## src/rtl/alu_issue_ctrl.sv

```systemverilog
// alu_issue_ctrl: issues one decoded RV32I integer op to an external combinational ALU and returns one response.
// Latency: LUI/illegal 1 cycle, plain ALU ops 2 cycles, SLT/SLTU/SRA/branch 3 cycles from accept edge to rsp_valid.
// Backpressure: one op in flight; req_ready is low until the response is taken, and rsp_* hold while rsp_ready is low.
//
// Ports:
//   clk, rst_n                      clock, asynchronous active-low reset
//   req_valid/req_ready             request handshake; opcode, funct3, funct7b5, rs1_val, rs2_val, imm, pc
//   alu_in1, alu_in2, alu_sel       drive the combinational ALU (alu_sel = IDLE_SEL outside EXEC)
//   alu_out, alu_zero               ALU result and compare flags (100 less, 010 equal, 001 greater)
//   rsp_valid/rsp_ready             response handshake; rsp_result, rsp_taken, rsp_illegal
module alu_issue_ctrl #(
  parameter logic [3:0] IDLE_SEL = 4'b1111
) (
  input  logic        clk,
  input  logic        rst_n,
  input  logic        req_valid,
  output logic        req_ready,
  input  logic [6:0]  opcode,
  input  logic [2:0]  funct3,
  input  logic        funct7b5,
  input  logic [31:0] rs1_val,
  input  logic [31:0] rs2_val,
  input  logic [31:0] imm,
  input  logic [31:0] pc,
  output logic [31:0] alu_in1,
  output logic [31:0] alu_in2,
  output logic [3:0]  alu_sel,
  input  logic [31:0] alu_out,
  input  logic [2:0]  alu_zero,
  output logic        rsp_valid,
  input  logic        rsp_ready,
  output logic [31:0] rsp_result,
  output logic        rsp_taken,
  output logic        rsp_illegal
);

  // RV32I major opcodes handled here
  localparam logic [6:0] OPC_OP     = 7'b0110011;
  localparam logic [6:0] OPC_OPIMM  = 7'b0010011;
  localparam logic [6:0] OPC_BRANCH = 7'b1100011;
  localparam logic [6:0] OPC_AUIPC  = 7'b0010111;
  localparam logic [6:0] OPC_LUI    = 7'b0110111;

  // ALU select encodings
  localparam logic [3:0] SEL_AND  = 4'b0000;
  localparam logic [3:0] SEL_OR   = 4'b0001;
  localparam logic [3:0] SEL_ADD  = 4'b0010;
  localparam logic [3:0] SEL_SUB  = 4'b0110;
  localparam logic [3:0] SEL_CMP  = 4'b0111;
  localparam logic [3:0] SEL_CMPU = 4'b1000;
  localparam logic [3:0] SEL_SLL  = 4'b1001;
  localparam logic [3:0] SEL_SRL  = 4'b1011;
  localparam logic [3:0] SEL_XOR  = 4'b1100;

  localparam logic [2:0] FLAG_LT = 3'b100;
  localparam logic [2:0] FLAG_EQ = 3'b010;

  typedef enum logic [1:0] {
    S_IDLE    = 2'd0,
    S_EXEC    = 2'd1,
    S_RESOLVE = 2'd2,
    S_RESP    = 2'd3
  } state_t;

  state_t r_state;
  state_t w_next;

  // Latched request fields
  logic [6:0]  r_opcode;
  logic [2:0]  r_funct3;
  logic        r_funct7b5;
  logic [31:0] r_rs1;
  logic [31:0] r_rs2;
  logic [31:0] r_imm;
  logic [31:0] r_pc;

  // Captured ALU outputs / response registers
  logic [2:0]  r_flags;
  logic [31:0] r_result;
  logic        r_taken;
  logic        r_illegal;

  // Decode of the incoming request (used only in IDLE)
  logic w_req_lui;
  logic w_req_illegal;

  // Decode of the latched request (used in EXEC/RESOLVE)
  logic [3:0]  w_sel;
  logic [31:0] w_op1;
  logic [31:0] w_op2;
  logic        w_resolve;
  logic        w_is_branch;
  logic        w_is_slt;
  logic        w_lt;
  logic        w_eq;
  logic        w_taken;

  // ---------------------------------------------------------------------------
  // Request classification
  // ---------------------------------------------------------------------------
  always_comb begin
    w_req_lui     = (opcode == OPC_LUI);
    w_req_illegal = 1'b0;
    case (opcode)
      OPC_OP, OPC_OPIMM, OPC_AUIPC, OPC_LUI: w_req_illegal = 1'b0;
      // funct3 010/011 have no branch meaning
      OPC_BRANCH: w_req_illegal = (funct3[2:1] == 2'b01);
      default:    w_req_illegal = 1'b1;
    endcase
  end

  // ---------------------------------------------------------------------------
  // ALU select and operand choice from latched fields
  // ---------------------------------------------------------------------------
  always_comb begin
    w_sel     = SEL_ADD;
    w_op1     = r_rs1;
    w_op2     = r_rs2;
    w_resolve = 1'b0;
    case (r_opcode)
      OPC_AUIPC: begin
        w_op1 = r_pc;
        w_op2 = r_imm;
        w_sel = SEL_ADD;
      end
      OPC_BRANCH: begin
        // BLTU/BGEU (11x) compare unsigned, the rest signed
        w_sel     = (r_funct3[2:1] == 2'b11) ? SEL_CMPU : SEL_CMP;
        w_resolve = 1'b1;
      end
      OPC_OP, OPC_OPIMM: begin
        if (r_opcode == OPC_OPIMM) begin
          w_op2 = r_imm;
        end
        case (r_funct3)
          3'b000: w_sel = ((r_opcode == OPC_OP) && r_funct7b5) ? SEL_SUB : SEL_ADD;
          3'b001: w_sel = SEL_SLL;
          3'b010: begin
            w_sel     = SEL_CMP;
            w_resolve = 1'b1;
          end
          3'b011: begin
            w_sel     = SEL_CMPU;
            w_resolve = 1'b1;
          end
          3'b100: w_sel = SEL_XOR;
          3'b101: begin
            // ALU only shifts logically; SRA is sign-filled in RESOLVE
            w_sel     = SEL_SRL;
            w_resolve = r_funct7b5;
          end
          3'b110: w_sel = SEL_OR;
          3'b111: w_sel = SEL_AND;
        endcase
      end
      default: begin
        w_sel     = SEL_ADD;
        w_resolve = 1'b0;
      end
    endcase
  end

  assign w_is_branch = (r_opcode == OPC_BRANCH);
  assign w_is_slt    = ((r_opcode == OPC_OP) || (r_opcode == OPC_OPIMM)) && (r_funct3[2:1] == 2'b01);

  // Any flag pattern other than exactly 100/010 counts as "not less, not equal"
  assign w_lt = (r_flags == FLAG_LT);
  assign w_eq = (r_flags == FLAG_EQ);

  always_comb begin
    case (r_funct3)
      3'b000:         w_taken = w_eq;
      3'b001:         w_taken = !w_eq;
      3'b100, 3'b110: w_taken = w_lt;
      default:        w_taken = !w_lt;
    endcase
  end

  // ---------------------------------------------------------------------------
  // FSM: state register
  // ---------------------------------------------------------------------------
  always_ff @(posedge clk or negedge rst_n) begin
    if (!rst_n) begin
      r_state <= S_IDLE;
    end else begin
      r_state <= w_next;
    end
  end

  // ---------------------------------------------------------------------------
  // FSM: next state
  // ---------------------------------------------------------------------------
  always_comb begin
    w_next = r_state;
    case (r_state)
      S_IDLE: begin
        if (req_valid) begin
          w_next = (w_req_lui || w_req_illegal) ? S_RESP : S_EXEC;
        end
      end
      S_EXEC:    w_next = w_resolve ? S_RESOLVE : S_RESP;
      S_RESOLVE: w_next = S_RESP;
      S_RESP: begin
        if (rsp_ready) begin
          w_next = S_IDLE;
        end
      end
      default:   w_next = S_IDLE;
    endcase
  end

  // ---------------------------------------------------------------------------
  // FSM: outputs
  // ---------------------------------------------------------------------------
  always_comb begin
    req_ready   = 1'b0;
    rsp_valid   = 1'b0;
    alu_sel     = IDLE_SEL;
    alu_in1     = '0;
    alu_in2     = '0;
    rsp_result  = '0;
    rsp_taken   = 1'b0;
    rsp_illegal = 1'b0;
    case (r_state)
      S_IDLE: req_ready = 1'b1;
      S_EXEC: begin
        alu_sel = w_sel;
        alu_in1 = w_op1;
        alu_in2 = w_op2;
      end
      S_RESP: begin
        rsp_valid   = 1'b1;
        rsp_result  = r_result;
        rsp_taken   = r_taken;
        rsp_illegal = r_illegal;
      end
      default: ;
    endcase
  end

  // ---------------------------------------------------------------------------
  // Datapath registers
  // ---------------------------------------------------------------------------
  always_ff @(posedge clk or negedge rst_n) begin
    if (!rst_n) begin
      r_opcode   <= '0;
      r_funct3   <= '0;
      r_funct7b5 <= 1'b0;
      r_rs1      <= '0;
      r_rs2      <= '0;
      r_imm      <= '0;
      r_pc       <= '0;
      r_flags    <= '0;
      r_result   <= '0;
      r_taken    <= 1'b0;
      r_illegal  <= 1'b0;
    end else begin
      case (r_state)
        S_IDLE: begin
          if (req_valid) begin
            r_opcode   <= opcode;
            r_funct3   <= funct3;
            r_funct7b5 <= funct7b5;
            r_rs1      <= rs1_val;
            r_rs2      <= rs2_val;
            r_imm      <= imm;
            r_pc       <= pc;
            r_flags    <= '0;
            r_taken    <= 1'b0;
            r_illegal  <= w_req_illegal;
            // LUI bypasses the ALU; illegal responses carry zero
            r_result   <= w_req_lui ? imm : 32'd0;
          end
        end
        S_EXEC: begin
          r_result <= alu_out;
          r_flags  <= alu_zero;
        end
        S_RESOLVE: begin
          if (w_is_branch) begin
            r_result <= '0;
            r_taken  <= w_taken;
          end else if (w_is_slt) begin
            r_result <= {31'd0, w_lt};
          end else if (r_rs1[31]) begin
            // SRA of a negative value: fill the vacated top bits with ones
            r_result <= r_result | ~(32'hFFFF_FFFF >> w_op2[4:0]);
          end
        end
        default: ;
      endcase
    end
  end

endmodule

```

## config.mk

```make
export PLATFORM = sky130hd
export DESIGN_NAME = alu_issue_ctrl
export DESIGN_NICKNAME = d
export VERILOG_FILES = /design/src/rtl/alu_issue_ctrl.sv
export SDC_FILE = /design/constraint.sdc
export NUM_CORES = 1
export LEC_CHECK = 0
export BUFFER_PORTS_ARGS = -buffer_cell sky130_fd_sc_hd__buf_2
export CAP_MARGIN = 30
export CORE_MARGIN = 1
export CORE_UTILIZATION = 45
export DETAILED_ROUTE_END_ITERATION = 10
export PLACE_DENSITY_LB_ADDON = 0.2
export SETUP_SLACK_MARGIN = 0.1
export SYNTH_ARGS = -nofsm -noshare
export SYNTH_HDL_FRONTEND = slang
export SYNTH_SLANG_ARGS = --single-unit
export TNS_END_PERCENT = 1
```

## constraint.sdc

```tcl
create_clock -name clk -period 1.8 [get_ports clk]
set_input_delay 0.27 -clock clk [delete_from_list [all_inputs] [get_ports clk]]
set_output_delay 0.27 -clock clk [all_outputs]
set_load 0.1 [all_outputs]
```

==> results.sh <==
export IMPL_syn_area_sq_mm=0.00984
export IMPL_antenna_found_initial=2
export IMPL_numCtsBuffers=17
export IMPL_seq_area_sq_mm=0.00446
export IMPL_relSlewSlack_pct=65.7
export IMPL_whs_ns=0.0543
export IMPL_vias_per_cell=5.79
export IMPL_coreArea_sq_mm=0.0212
export IMPL_violations="negative setup slack"
export IMPL_fin_crit_ns=2.39
export IMPL_clockBufferDepth=2
export IMPL_nets=1538
export IMPL_synth_edff_count=0
export IMPL_arrival_ns=2.12
export IMPL_clk_latency_ns=0.44
export IMPL_num_vias=9537
export IMPL_synthesis_nets=1197
export IMPL_placed_area_sq_mm=0.0147
export IMPL_ant_nets=0
export IMPL_fin_worst_skew_ns=0.0125
export IMPL_yosys_warnings=0
export IMPL_fillerInstances=1357
export IMPL_fp_row_count=53
export IMPL_syn_inst=1015
export IMPL_synth_seq_area_share_pct=45.3
export IMPL_vdd_drop_max_mv=2.06
export IMPL_worst_pin_slew_ns=0.515
export IMPL_area_growth_syn_to_layout_pct=65.4
export IMPL_cts_root_buf="clkbuf_16"
export IMPL_setup_viol=134
export IMPL_numPortBuffers=281
export IMPL_synth_top_cell_area_share_pct=45.3
export IMPL_clock_fmax_ghz=0.418
export IMPL_synthTopCellsByCount="nand2_1 (183), dfrtp_1 (178), mux2_2 (140)"
export IMPL_die_height_um=150
export IMPL_drc=0
export IMPL_drv_cap=0
export IMPL_io_pins=282
export IMPL_finalHoldViolations=0
export IMPL_fin_area_sq_mm=0.0163
export IMPL_grt_pass1_vias=9411
export IMPL_crit_type="register to primary output"
export IMPL_cts_tree="done"
export IMPL_final_max_slew_viol_count=0
export IMPL_critPathMaxFanout=7
export IMPL_cp_required_ns=1.53
export IMPL_ys_async_sr_fraction_pct=100
export IMPL_p_leak_nw=6.99
export IMPL_synth_seq_cells=178
export IMPL_track_usage_pct=30.2
export IMPL_yosys_most_used_dff="dfrtp_1"
export IMPL_drive_above_1_share_pct=57.9
export IMPL_clk_pin_slew_worst_paths_ns=0.07
export IMPL_die_area_sq_mm=0.0225
export IMPL_ys_types=70
export IMPL_syn_area_per_cell_sq_um=9.69
export IMPL_gp_congestion=0.944
export IMPL_die_w_um=150
export IMPL_fin_crit_sh_pct=133
export IMPL_h_tree_depth=4
export IMPL_overflow=0
export IMPL_clock_sinks=178
export IMPL_grt_max_degree=54
export IMPL_yosysMostFrequentCell="nand2_1"
export IMPL_drt_pass1_iterations=5
export IMPL_first_iter_violations=701
export IMPL_cp_end_kind="primary output"
export IMPL_p_per_area_mw_per_mm2=2240
export IMPL_grt_pass1_wl_mm=52.0
export IMPL_routedWlPerCell_um=21.0
export IMPL_worstHoldPathType="input pin to register"
export IMPL_synth_top_area_cell="dfrtp_1"
export IMPL_wirelength_mm=34.6
export IMPL_rsz0062_at_grt="true"
export IMPL_start_util_pct=46.4
export IMPL_start_kind="register"
export IMPL_status="complete, but fails checks"
export IMPL_worst_slack_ns=-0.592
export IMPL_multi_input_area_sq_mm=0.00632
export IMPL_dp_hpwl_mm=24.0
export IMPL_netlist_top_cells_area="dfrtp_1 (45%), mux2_2 (16%), nand2_1 (7.0%), a21oi_1 (4.9%), and2_1 (2.5%)"
==> worst max-delay path, cell delays in order, from the launching register on <==
cell	delay, ns
dfrtp_2	0.46
nand2b_4	0.18
buf_6	0.12
nor2_4	0.14
buf_12	0.17
clkbuf_16	0.17
nand2_2	0.07
a21oi_4	0.17
buf_12	0.19
==> final timing paths <==
check,start,to,slack [ns],cells past startpoint
min,rs1_val[4],r_rs1[4],0.05,2
min reg2reg,r_result[18],r_result[18],0.50,1
max in group asynchronous,rst_n,r_pc[0],0.83,3
max,r_opcode[6],alu_in2[28],-0.59,8
min in group asynchronous,rst_n,r_rs2[5],0.35,2
max reg2reg,r_opcode[6],r_result[18],-0.25,10
==> final cells by class <==
| type | instances | area share [%] |
|---|---|---|
| diodes | 2 | 0.0308 |
| clock buffers | 18 | 2.70 |
| clock inverters | 14 | 0.992 |
| inverters | 11 | 0.285 |
| multi-input cells | 737 | 38.9 |
| flip-flops and latches | 178 | 27.4 |
| well taps | 275 | 2.11 |
| repair buffers | 411 | 27.6 |
==> cell usage in the layout, fill, tap and decap left out, types with 24 or more instances in the layout <==
| master | n |
|---|---|
| mux2_2 | 107 |
| dfrtp_1 | 174 |
| a21oi_4 | 65 |
| buf_12 | 129 |
| buf_4 | 79 |
| nand2_2 | 46 |
| o21ai_0 | 24 |
| nand2_1 | 133 |
| and2_4 | 33 |
| buf_2 | 176 |
| a31oi_1 | 31 |
| mux2_4 | 33 |
| a21oi_1 | 30 |
==> cells by family after synthesis <==
kind of cell / share of synthesized area, %
simple gates: 16.5
compound gates: 17.1
mux: 16.1
fa+ha+maj: 0.509
flops: 45.3
buf+inv: 4.48
==> repair_timing <==
| item | CTS | global route |
|---|---|---|
| pin swaps | 49 | 63 |
| endpoints found under the hold margin | 49 | 0 |
| setup endpoints to repair | 194 | 280 |
| buffers inserted | 7 | 6 |
| gates resized for setup | 143 | 76 |
| hold buffers | 1 | 0 |
| cloned | 3 | 5 |
==> layer usage <==
layer | part of all wire [%] | track usage, %
met5 | 0 | 0
met4 | 2.5 | 9.24
met3 | 6.1 | 5.49
met2 | 48 | 48.8
met1 | 43 | 41.2
==> stage by stage <==
stage          setup slack, ns  util, %  power [mW]  instances  TNS (ns)
6_report                -0.592     76.7        36.5       1646    -47.68
5_1_grt                 -0.647     76.7        38.0       1646    -55.88
4_1_cts                 -0.565     74.6        35.6       1633    -42.76
3_5_place_dp            -0.221     69.2        30.7       1590     -8.82
3_3_place_gp            -0.186     69.2        30.2       1590     -5.47
2_1_floorplan           -0.310        -        22.7       1015    -61.55
==> state kept, by name (all words and copies together) (netlist names) <==
name / flops
r_flags: 3
r_funct3: 3
r_funct7b5: 1
r_illegal: 1
r_imm: 32
r_opcode: 7
r_pc: 32
r_result: 32
r_rs1: 32
r_rs2: 32
r_state: 2
r_taken: 1
==> where the power goes <==
part	internal, mW	switching [mW]	total [mW]	leakage, nW
registers	6.08	1.52	7.60	2.13
clock network	2.02	1.84	3.86	0.296
logic	10.6	14.5	25.1	4.56
total	18.7	17.9	36.5	6.99
No activity file was read; power rests on OpenSTA's default activity.
